==> config.mk <==
export PLATFORM = sky130hd
export DESIGN_NAME = if_fetch_ctrl
export DESIGN_NICKNAME = d
export VERILOG_FILES = /design/src/rtl/if_pkg.sv /design/src/rtl/if_ctr_wrap.sv /design/src/rtl/if_fetch_ctrl.sv
export SDC_FILE = /design/constraint.sdc
export NUM_CORES = 1
export LEC_CHECK = 0
export ABC_CLOCK_PERIOD_IN_PS = 2260
export CAP_MARGIN = 10
export CORE_ASPECT_RATIO = 1.75
export CORE_MARGIN = 2
export CORE_UTILIZATION = 35
export DETAILED_ROUTE_END_ITERATION = 10
export SLEW_MARGIN = 20
export SYNTH_ARGS = -nofsm -noshare
export SYNTH_HDL_FRONTEND = slang
export SYNTH_SLANG_ARGS = --single-unit
==> constraint.sdc <==
create_clock -name clk -period 2.26 [get_ports clk]
set_input_delay 0.226 -clock clk [delete_from_list [all_inputs] [get_ports clk]]
set_output_delay 0.226 -clock clk [all_outputs]
set_load 0.1 [all_outputs]
==> src/rtl/if_pkg.sv <==
// ============================================================================
// if_pkg : shared types and constants for the instruction-fetch controller, rev 1.0
// ============================================================================
`default_nettype none

package if_pkg;

  localparam int PC_W = 32;

  typedef logic [1:0] state_t;
  localparam state_t BOOT       = 2'd0;
  localparam state_t FETCH      = 2'd1;
  localparam state_t WAIT_REDIR = 2'd2;

  localparam logic [PC_W-1:0] NOP_DEFAULT = 32'h0000_0000;

  localparam logic PC_SEL_SEQ = 1'b0;
  localparam logic PC_SEL_OVR = 1'b1;

endpackage

`default_nettype wire

==> src/rtl/if_ctr_wrap.sv <==
// ============================================================================
// if_ctr_wrap : wrapping up-counter with enable and synchronous clear, rev 1.0
// ============================================================================
`default_nettype none

module if_ctr_wrap #(
  parameter int WIDTH = 32
) (
  input  logic             clk,
  input  logic             rst_n,
  input  logic             clr,
  input  logic             en,
  output logic [WIDTH-1:0] count
);

  logic [WIDTH-1:0] count_d;
  logic [WIDTH-1:0] count_q;

  always_comb begin
    count_d = count_q;
    if (clr) begin
      count_d = '0;
    end else if (en) begin
      count_d = count_q + WIDTH'(1);
    end
  end

  always_ff @(posedge clk) begin
    if (!rst_n) begin
      count_q <= '0;
    end else begin
      count_q <= count_d;
    end
  end

  assign count = count_q;

endmodule

`default_nettype wire

==> src/rtl/if_fetch_ctrl.sv <==
// ============================================================================
// if_fetch_ctrl : IF-stage sequencer; IF_PERF_CNT_EN adds perf counters, rev 1.0
// ============================================================================
`default_nettype none

module if_fetch_ctrl
  import if_pkg::*;
#(
  parameter logic [PC_W-1:0] RESET_PC  = 32'h0000_0000,
  parameter logic [PC_W-1:0] NOP_INSTR = NOP_DEFAULT
) (
  input  logic            clk,
  input  logic            rst_n,
  input  logic            EX_MEM_PCSrc,
  input  logic [PC_W-1:0] EX_MEM_NPC,
  input  logic            stall_req,
  input  logic            imem_ready,
  output logic            imem_req,
  output logic            pc_we,
  output logic            pc_sel,
  output logic [PC_W-1:0] override_pc,
  output logic            ifid_we,
  output logic            ifid_flush,
  output logic [PC_W-1:0] nop_instr,
`ifdef IF_PERF_CNT_EN
  output logic [31:0]     stall_cycles,
  output logic [31:0]     flush_count,
`endif
  output logic [31:0]     fetch_count
);

  state_t          state_d, state_q;
  logic [PC_W-1:0] redir_pc_d, redir_pc_q;
  logic            fetch_inc;
`ifdef IF_PERF_CNT_EN
  logic            stall_inc;
  logic            flush_inc;
`endif

  assign nop_instr = NOP_INSTR;

  always_comb begin
    state_d     = state_q;
    redir_pc_d  = redir_pc_q;
    imem_req    = 1'b0;
    pc_we       = 1'b0;
    pc_sel      = PC_SEL_SEQ;
    override_pc = '0;
    ifid_we     = 1'b0;
    ifid_flush  = 1'b0;
    fetch_inc   = 1'b0;
`ifdef IF_PERF_CNT_EN
    stall_inc   = 1'b0;
    flush_inc   = 1'b0;
`endif
    if (rst_n) begin
      case (state_q)
        BOOT: begin
          pc_we       = 1'b1;
          pc_sel      = PC_SEL_OVR;
          override_pc = RESET_PC;
          ifid_we     = 1'b1;
          ifid_flush  = 1'b1;
          state_d     = FETCH;
        end
        FETCH: begin
          imem_req = 1'b1;
          // A redirect squashes whatever ID wanted to hold, so it beats stall_req.
          if (EX_MEM_PCSrc) begin
            ifid_we     = 1'b1;
            ifid_flush  = 1'b1;
            pc_sel      = PC_SEL_OVR;
            override_pc = EX_MEM_NPC;
            if (imem_ready) begin
              pc_we = 1'b1;
            end else begin
              redir_pc_d = EX_MEM_NPC;
              state_d    = WAIT_REDIR;
            end
          end else if (stall_req) begin
            pc_we   = 1'b0;
            ifid_we = 1'b0;
          end else if (!imem_ready) begin
            ifid_we    = 1'b1;
            ifid_flush = 1'b1;
          end else begin
            pc_we     = 1'b1;
            ifid_we   = 1'b1;
            fetch_inc = 1'b1;
          end
        end
        WAIT_REDIR: begin
          imem_req    = 1'b1;
          ifid_we     = 1'b1;
          ifid_flush  = 1'b1;
          pc_sel      = PC_SEL_OVR;
          override_pc = redir_pc_q;
          if (EX_MEM_PCSrc) begin
            redir_pc_d  = EX_MEM_NPC;
            override_pc = EX_MEM_NPC;
          end
          if (imem_ready) begin
            pc_we   = 1'b1;
            state_d = FETCH;
          end
        end
        default: begin
          state_d = BOOT;
        end
      endcase
`ifdef IF_PERF_CNT_EN
      stall_inc = (state_q == FETCH || state_q == WAIT_REDIR) && !pc_we;
      flush_inc = (state_q == FETCH || state_q == WAIT_REDIR) && EX_MEM_PCSrc;
`endif
    end
  end

  always_ff @(posedge clk) begin
    if (!rst_n) begin
      state_q    <= BOOT;
      redir_pc_q <= '0;
    end else begin
      state_q    <= state_d;
      redir_pc_q <= redir_pc_d;
    end
  end

  if_ctr_wrap #(.WIDTH(32)) u_fetch_ctr (
    .clk   (clk),
    .rst_n (rst_n),
    .clr   (1'b0),
    .en    (fetch_inc),
    .count (fetch_count)
  );

`ifdef IF_PERF_CNT_EN
  if_ctr_wrap #(.WIDTH(32)) u_stall_ctr (
    .clk   (clk),
    .rst_n (rst_n),
    .clr   (1'b0),
    .en    (stall_inc),
    .count (stall_cycles)
  );

  if_ctr_wrap #(.WIDTH(32)) u_flush_ctr (
    .clk   (clk),
    .rst_n (rst_n),
    .clr   (1'b0),
    .en    (flush_inc),
    .count (flush_count)
  );
`endif

endmodule

`default_nettype wire

### After elaboration in Yosys (flattened, before gate mapping)

Index checks and enable logic that the tools add are counted.

| storage, ports and cells | value |
|---|---|
| register bits | 66 |
| bits in latches | 0 |
| memory bits (writable) | 0 |
| bits in read-only memories | 0 |
| input port bits | 37 |
| output and inout bits | 101 |
| word-level logic and storage cells | 48 |
| memories kept | 0 |

| operators by class | value |
|---|---|
| add/subtract/negate cells | 1 |
| $mul | 0 |
| div/mod/pow operators | 0 |
| $lt $le $gt $ge | 0 |
| equal/unequal tests | 5 |
| shift-type cells | 0 |
| muxes and demuxes | 33 |
| bitwise logic cells | 0 |
| reductions and logical operators | 6 |

Operator list:

| kind | count |
|---|---|
| $mux 32 | 5 |
| $pmux 32 s2 | 2 |
| $add 32x1->32 const B | 1 |
| $mux 1 | 18 |
| $mux 2 | 3 |
| $ne 2x2->1 const B | 3 |
| $pmux 1 s2 | 3 |
| $pmux 2 s3 | 1 |
| $reduce_and 3->1 | 2 |
| $reduce_or 2->1 | 2 |
| $pmux 1 s3 | 1 |
| $eq 2x1->1 const B | 1 |
| $eq 2x2->1 const B | 1 |
| $logic_not 2->1 | 1 |
| $reduce_bool 2->1 | 1 |

### Longest topological paths before layout

Gate-level depths: netlist of the first run.

| depth | value |
|---|---|
| depth in word-level cells | 5 |
| mapped depth | 9 |
| depth with buffers taken out | 6 |

### Hierarchy

Synthesis of the first run repeated with hierarchy kept, for this count alone.

| unflattened totals | value |
|---|---|
| cell total of the unflattened synthesis | 458 |
| area total of the unflattened synthesis | 3731.1 µm² |

By module, submodules not included:

| module | times used | cells an instance | area each (µm²) | seq. area each (µm²) |
|---|---|---|---|---|
| if_fetch_ctrl | 1 | 280 | 2178.3 | 680.7 |
| if_ctr_wrap | 1 | 178 | 1552.7 | 640.6 |

### Worst setup path before layout of the first run

Ideal clock, no wire load.

| path | value |
|---|---|
| path kind | input to output |
| from | input port EX_MEM_PCSrc |
| to | output port ifid_flush |
| data arrival time | 3.485 ns |
| data required time | 2.034 ns |
| slack | -1.451 ns |
| stages | 5 |
| path buffers | 2 |
| cell sequence | clkbuf_1 clkbuf_1 o21ai_0 a21oi_1 and2_1 |

| on the way | value |
|---|---|
| word-level cells in the longest chain between the ends | 3 |

Ends and longest elaborated chain:

| item | line | source |
|---|---|---|
| start: declaration | if_fetch_ctrl.sv:14 | `input logic EX_MEM_PCSrc,` |
| $mux 1 | if_fetch_ctrl.sv:69 | `if (EX_MEM_PCSrc) begin` |
| $pmux 1 s2 | if_fetch_ctrl.sv:57 | `case (state_q)` |
| $mux 1 | if_fetch_ctrl.sv:56 | `if (rst_n) begin` |
| end: declaration | if_fetch_ctrl.sv:23 | `output logic ifid_flush,` |

No other way between the ends.

### Worst setup path after layout of the first run

| path | value |
|---|---|
| from | register state_q[1] |
| to | output port override_pc[31] |

| on the way | value |
|---|---|
| word-level cells in the longest chain between the ends | 3 |
| elaborated cells between the ends (all ways) | 4 |
| classes of those cells | eq/ne: 2; mux: 2 |

Ends and longest elaborated chain:

| item | line | source |
|---|---|---|
| start: declaration | if_fetch_ctrl.sv:32 | `state_t state_d, state_q;` |
| start signal: assignment | if_fetch_ctrl.sv:123 | `state_q <= state_d;` |
| $eq 2x2->1 / $eq 2x1->1 (equally long branches) | if_fetch_ctrl.sv:57 |  |
| $pmux 32 s2 (*) | if_fetch_ctrl.sv:57 |  |
| $mux 32 (*) | if_fetch_ctrl.sv:56 |  |
| end: declaration | if_fetch_ctrl.sv:21 | `output logic [PC_W-1:0] override_pc,` |

Every way passes the cells marked *; elsewhere a longest branch is shown, timed or not.

==> out/qor.csv, run 1 <==
stage;metric;value;unit
grt;initial antenna violation count;0;
finish;ANT cells;0;
job;MaxCap Viol Count;0;
sta;period utilisation layout;97.1;%
floorplan;Die Area;0.0121;mm²
floorplan;row count;51;
place;Final HPWL DP;8.13;mm
worst_setup_path;WS Path Type;flip-flop to output pin;
clock_tree;Max clock buf depth;2;
clock_tree;CTS Root Cell;clkbuf_16;
finish;most frequent cells in the layout;nand2_1 (83), dfxtp_1 (51), a21oi_1 (50);
finish;Final Util;56.6;%
logic_synthesis;largest cells by area after synthesis;dfxtp_1 (34%), mux2_2 (9.2%), nand2_1 (8.0%), a21oi_1 (6.6%), buf_4 (6.3%);
logic_synthesis;Synth top area share;33.6;%
pwr;peak supply drop;0.480;mV
detailed_routing;post-DR wirelength/cell;16.1;µm
sta;Worst Skew;7.36;ps
floorplan;Die Wd;84.1;µm
floorplan;io pins;138;
worst_setup_path;Worst Path Buf+Inv;4;
finish;layout cells sized above 1;36.9;%
run_status;status;complete, no violations;
detailed_routing;antenna-violating nets left;0;
min_path;HP Class;flip-flop to flip-flop;
worst_setup_path;crit path DAT;1970;ps
logic_synthesis;dominant cell type by area after synthesis;dfxtp_1;
grt;number of global-route vias before repair;3767;
detailed_routing;final WL;11.9;mm
finish;Area Overhead vs Synth;59.1;%
grt;Congestion Overflow GR;0;
logic_synthesis;Synth Warn #;0;
place;port buffer count;105;
clock_tree;CTS H-tree lvls;3;
sta;Worst Max-Slew Pin Slew;526;ps
logic_synthesis;gate count of the mapped netlist;504;
sta;top achievable clock speed;456;MHz
sta;Final Max Tran Viols;0;
clock_tree;CTS clock-pin slew for the worst setup and hold paths;50;ps
sta;Final Critical Period;2190;ps
sta;final hold vios;0;
finish;most common cell after layout, fill and taps aside;nand2_1;
sta;setup TNS;0;ps
sta;Slew HR;64.8;%
detailed_routing;TritonRoute pass-1 iters;4;
logic_synthesis;Synth cell types;37;
clock_tree;clk sinks;66;
worst_setup_path;critical-path maximum fanout;16;
finish;# fillers;1006;
worst_setup_path;Critical Path RT;2030;ps
detailed_routing;Initial DRC Count;112;
detailed_routing;DRC;0;
worst_setup_path;Worst Setup End Kind;output pin;
pwr;Final Total Pwr;4.23;mW
grt;largest net degree at the start of global routing;40;
grt;GRT Resource Usage Total;18.4;%
worst_setup_path;worst path cell trace;inv_1 -> ha_1 -> buf_4 -> and2_4 -> buf_12 -> a22oi_1 -> nor2_2 -> buf_12;
logic_synthesis;sequential fraction of the synthesis area;33.6;%
pwr;Pleak;2.20;nW
clock_tree;TritonCTS clock tree;yes;
place;gpl congestion;0.792;
sta;Finish-stage setup viols;0;
finish;final net count;646;
clock_tree;hold buffer count at cts;0;
detailed_routing;Via Count;3948;
logic_synthesis;Seq cells post-synth;66;
floorplan;Core Region;0.0110;mm²
worst_setup_path;Top delay family on crit path;buffers and inverters;
floorplan;Initial Utilization;35.6;%
grt;first-pass GRT wire length;18.1;mm
worst_setup_path;Slowest Stage Delay on Critical Path;330;ps
logic_synthesis;Mapped Area;0.00393;mm²
clock_tree;Num CTS Buffers;9;
detailed_routing;vias per inst;5.33;
sta;Fin Hold WS;452;ps
logic_synthesis;Mean Syn Cell Area;7.80;µm²
worst_setup_path;Crit path top cell by count;buf_12;
clock_tree;Skew-Pair Late Insertion Delay;340;ps
floorplan;Die Y-Extent;144;µm
pwr;PD cells;676;mW/mm²
place;Inst Count DP;723;
finish;Finished Layout Cells;741;
worst_setup_path;slowest cell on the critical path;dfxtp_2;
worst_setup_path;crit start category;flip-flop;
cell usage after synthesis:
library cell / number
nand2_1: 84
dfxtp_1: 66
a21oi_1: 52
nor2_1: 42
buf_4: 33
a22oi_1: 32
mux2_2: 32
clkbuf_1: 30
nand3_1: 11
nand4_1: 10
or3_1: 10
nand2b_1: 9
o21ai_0: 9
o31ai_1: 8
or4_1: 8
and4_1: 7
inv_1: 7
nor4_1: 7
xnor2_1: 6
and2_1: 5
ha_1: 5
and3_1: 4
buf_2: 4
mux2i_1: 3
o311ai_0: 3
o41ai_1: 3
xor2_1: 3
o21a_1: 2
a211oi_1: 1
conb_1: 1
inv_2: 1
nand4bb_1: 1
nor3_1: 1
nor4bb_1: 1
o211a_1: 1
o211ai_1: 1
o31a_1: 1
final timing paths:
kind	from	to	slack, ps	cells after the start
setup reg to reg	state_q[1]	u_fetch_ctr.count[25]	120	6
hold reg to reg	redir_pc_q[4]	redir_pc_q[4]	450	2
setup / recovery	state_q[1]	override_pc[31]	70	8
hold / removal	redir_pc_q[4]	redir_pc_q[4]	450	2
per-stage QoR:
| stage | area [µm²] | setup slack [ps] |
|---|---|---|
| detailed placement | 5660 | -67.3 |
| CTS | 6050 | -60.4 |
| floorplan | 4320 | -290 |
| global placement | 5660 | -56.1 |
| finish | 6250 | 65.8 |
| global route | 6250 | -3.25 |
where the power goes:
part	total [mW]	internal, mW	switching [mW]
Clock	1.80	1.28	0.523
Combinational	1.20	0.376	0.820
Sequential	1.23	1.21	0.0251
Total	4.23	2.86	1.37
sequential cells by signal (all words and copies together), names as in the netlist:
signal	count
redir_pc_q	32
u_fetch_ctr.count	32
state_q	2
repair_timing:
item,in CTS,in global routing
endpoints found under the setup margin,29,37
setup buffers,0,0
gates resized for setup,1,38
gates cloned,0,2
pin swaps,0,17
logic make-up (layout without fill, tap and decap cells):
logic type	Yosys count	in the layout	synth area share, %
AOI/OAI and AO/OA	113	113	18.0
other	1	32	0.0954
and+or+nand+nor	200	200	24.3
adders and majority gates	5	5	1.59
DFF	66	66	33.6
muxes	35	35	9.93
buffers and inverters	75	149	10.4
xor gates and xnor gates	9	9	2.01
area by class of cell:
class	instances	area [µm²]	share of cell area, %
multi-input cells	394	2740	43.9
repair buffers	125	1580	25.3
flip-flops and latches	66	1350	21.5
clock buffers	12	267	4.26
well taps	132	165	2.64
clock inverters	4	120	1.92
inverters	8	30.0	0.480
worst min-delay path, stage by stage, from the launching register on:
cell	delay, ps
dfxtp_1	300
nand2_1	50
a21oi_1	50
routing by layer:
layer  vias to the layer above  global-route usage [%]  share of wire, %
li1                       1927                       -                 -
met4                         0                    7.47               2.2
met5                         -                       0                 0
met3                        16                    4.05               5.4
met2                       123                    35.7                55
met1                      1882                    18.8                38
Power figures use the tool's default switching activity.
==> run 2: changes to the inputs <==
--- a/config.mk
+++ b/config.mk
@@ -5,12 +5,13 @@
 export SDC_FILE = /design/constraint.sdc
 export NUM_CORES = 1
 export LEC_CHECK = 0
-export ABC_CLOCK_PERIOD_IN_PS = 2260
+export ABC_CLOCK_PERIOD_IN_PS = 1900
 export CAP_MARGIN = 10
 export CORE_ASPECT_RATIO = 1.75
 export CORE_MARGIN = 2
 export CORE_UTILIZATION = 35
 export DETAILED_ROUTE_END_ITERATION = 10
+export PLACE_DENSITY = 0.67
 export SLEW_MARGIN = 20
 export SYNTH_ARGS = -nofsm -noshare
 export SYNTH_HDL_FRONTEND = slang
==> constraint.sdc (replaced) <==
create_clock -name clk -period 1.9 [get_ports clk]
set_input_delay 0.19 -clock clk [delete_from_list [all_inputs] [get_ports clk]]
set_output_delay 0.19 -clock clk [all_outputs]
set_load 0.1 [all_outputs]
==> run 2 against run 1 <==
The flow now finishes with violations (setup timing). Sequential cell count did not move. Routed wire length increased by 0.70%. Combinational power increased by 31%. Cell area is 6.2% higher. Critical endpoint unchanged. Largest cell class unchanged.
==> out/qor.csv, run 2 (same netlist as run 1, synthesis figures left out) <==
stage;metric;value;unit;change
run_status;status;finished, violations left;;
run_status;violated checks;setup timing;;
clock_tree;Skew-Pair Late Insertion Delay;340;ps;about the same
min_path;HP Class;primary input to flip-flop;;
detailed_routing;post-DR wirelength/cell;15.8;µm;-1.8%
floorplan;Initial Utilization;35.6;%;unchanged
floorplan;io pins;138;;unchanged
detailed_routing;Via Count;4062;;+2.9%
clock_tree;CTS clock-pin slew for the worst setup and hold paths;50;ps;about the same
sta;RSZ-0062 raised after global routing;yes;;
grt;Congestion Overflow GR;0;;unchanged
place;dpl cell area;0.00589;mm²;+4.0%
floorplan;Die Wd;84.1;µm;unchanged
clock_tree;hold buffer count at cts;0;;unchanged
grt;largest net degree at the start of global routing;33;;-18%
sta;Final Max Tran Viols;0;;unchanged
grt;number of global-route vias before repair;3999;;+6.2%
detailed_routing;vias per inst;5.34;;+0.32%
clock_tree;Max clock buf depth;2;;unchanged
floorplan;Core Region;0.0110;mm²;unchanged
worst_setup_path;Worst Setup End Kind;output pin;;
pwr;Pleak;2.31;nW;+4.9%
floorplan;Die Area;0.0121;mm²;unchanged
place;Final HPWL DP;8.53;mm;+5.0%
sta;top achievable clock speed;516;MHz;
detailed_routing;Initial DRC Count;132;;+18%
finish;layout cells sized above 1;45.1;%;+8.2 points
finish;final net count;664;;+2.8%
clock_tree;TritonCTS clock tree;yes;;
detailed_routing;TritonRoute pass-1 iters;4;;unchanged
detailed_routing;antenna-violating nets left;0;;unchanged
job;MaxCap Viol Count;0;;unchanged
worst_setup_path;Critical Path RT;1710;ps;-320 ps
finish;most common cell after layout, fill and taps aside;nand2_1;;
sta;Final Critical Period;1940;ps;
pwr;Final Total Pwr;4.64;mW;+9.7%
sta;period utilisation layout;102;%;
clock_tree;CTS Root Cell;clkbuf_16;;
sta;final worst setup slack;-38.3;ps;-104 ps
finish;Area Overhead vs Synth;68.9;%;
finish;Design Area, Final;0.00664;mm²;+6.2%
pwr;PD cells;699;mW/mm²;+3.3%
grt;GRT Resource Usage Total;19.4;%;+1.0 points
detailed_routing;final WL;12.0;mm;+0.70%
worst_setup_path;crit start category;flip-flop;;
floorplan;Die Y-Extent;144;µm;unchanged
clock_tree;Num CTS Buffers;9;;unchanged
place;gpl congestion;0.827;;+4.4%
worst_setup_path;critical-path maximum fanout;10;;-6
sta;Finish-stage setup viols;34;;+34
worst_setup_path;WS Path Type;flip-flop to output pin;;
pwr;peak supply drop;0.546;mV;+14%
floorplan;row count;51;;unchanged
place;pre-CTS WS;-223;ps;-156 ps
finish;most frequent cells in the layout;nand2_1 (83), buf_4 (54), a21oi_1 (47);;
place;port buffer count;105;;unchanged
worst_setup_path;crit path DAT;1750;ps;-220 ps
clock_tree;clk sinks;66;;unchanged
sta;final hold vios;0;;unchanged
clock_tree;CTS H-tree lvls;3;;unchanged
detailed_routing;DRC;0;;unchanged
sta;Worst Skew;4.44;ps;-2.92 ps
finish;Final Util;60.2;%;+3.5 points
grt;initial antenna violation count;0;;unchanged
grt;first-pass GRT wire length;19.1;mm;+5.2%
## run 2: path summary, 6_finish.rpt
| kind | to | depth (start not counted) | startpoint | slack (ps) |
|---|---|---|---|---|
| setup reg to reg | u_fetch_ctr.count[17] | 6 | state_q[0] | -10 |
| hold reg to reg | redir_pc_q[10] | 2 | redir_pc_q[10] | 450 |
| hold / removal | u_fetch_ctr.count[4] | 4 | EX_MEM_PCSrc | 360 |
| setup / recovery | override_pc[31] | 7 | state_q[0] | -40 |
## run 2: layout make-up
class,count,area [µm²]
inverter,8,36.3
antenna,1,2.50
tap,132,165
fill,924,4400
clock inverter,6,57.6
sequential,66,1390
timing repair buffer,142,1790
clock buffer,10,229
multi-input combinational,395,2960
## run 2: stage by stage
stage               TNS (ps)  instances  hold slack, ps
detailed placement     -2680        735             448
floorplan               -514        535             326
CTS                     -953        757             385
finish                  -777        760             361
global placement       -2020        735             439
global route           -2220        759             398
## run 2: metal layers
layer / up-vias / global-route usage, % / wire [µm]
li1: 1971 / - / -
met1: 1941 / 20.3 / 4340
met2: 131 / 37.1 / 6700
met3: 19 / 3.08 / 640
met4: 0 / 9.42 / 327
met5: - / 0 / 0
## run 2: power breakdown
group	leakage (nW)	total [mW]	internal (mW)	switching, mW
registers	0.554	1.45	1.42	0.0297
logic	1.61	1.57	0.554	1.01
clock network	0.142	1.62	1.01	0.617
total	2.31	4.64	2.98	1.66
## run 2: what timing repair did
| action | in CTS | in global routing |
|---|---|---|
| pin swaps | 31 | 11 |
| cloned | 3 | 0 |
| buffers inserted | 3 | 2 |
| setup endpoints to repair | 41 | 54 |
| resized for setup | 52 | 24 |
| endpoints found under the hold margin | 0 | 0 |
## run 2: worst max-delay path: stages (launching register included)
cell and delay (ps):
dfxtp_2 340, buf_4 140, inv_4 50, ha_4 280
nand2_8 90, buf_16 180, nor2_4 140, buf_12 180
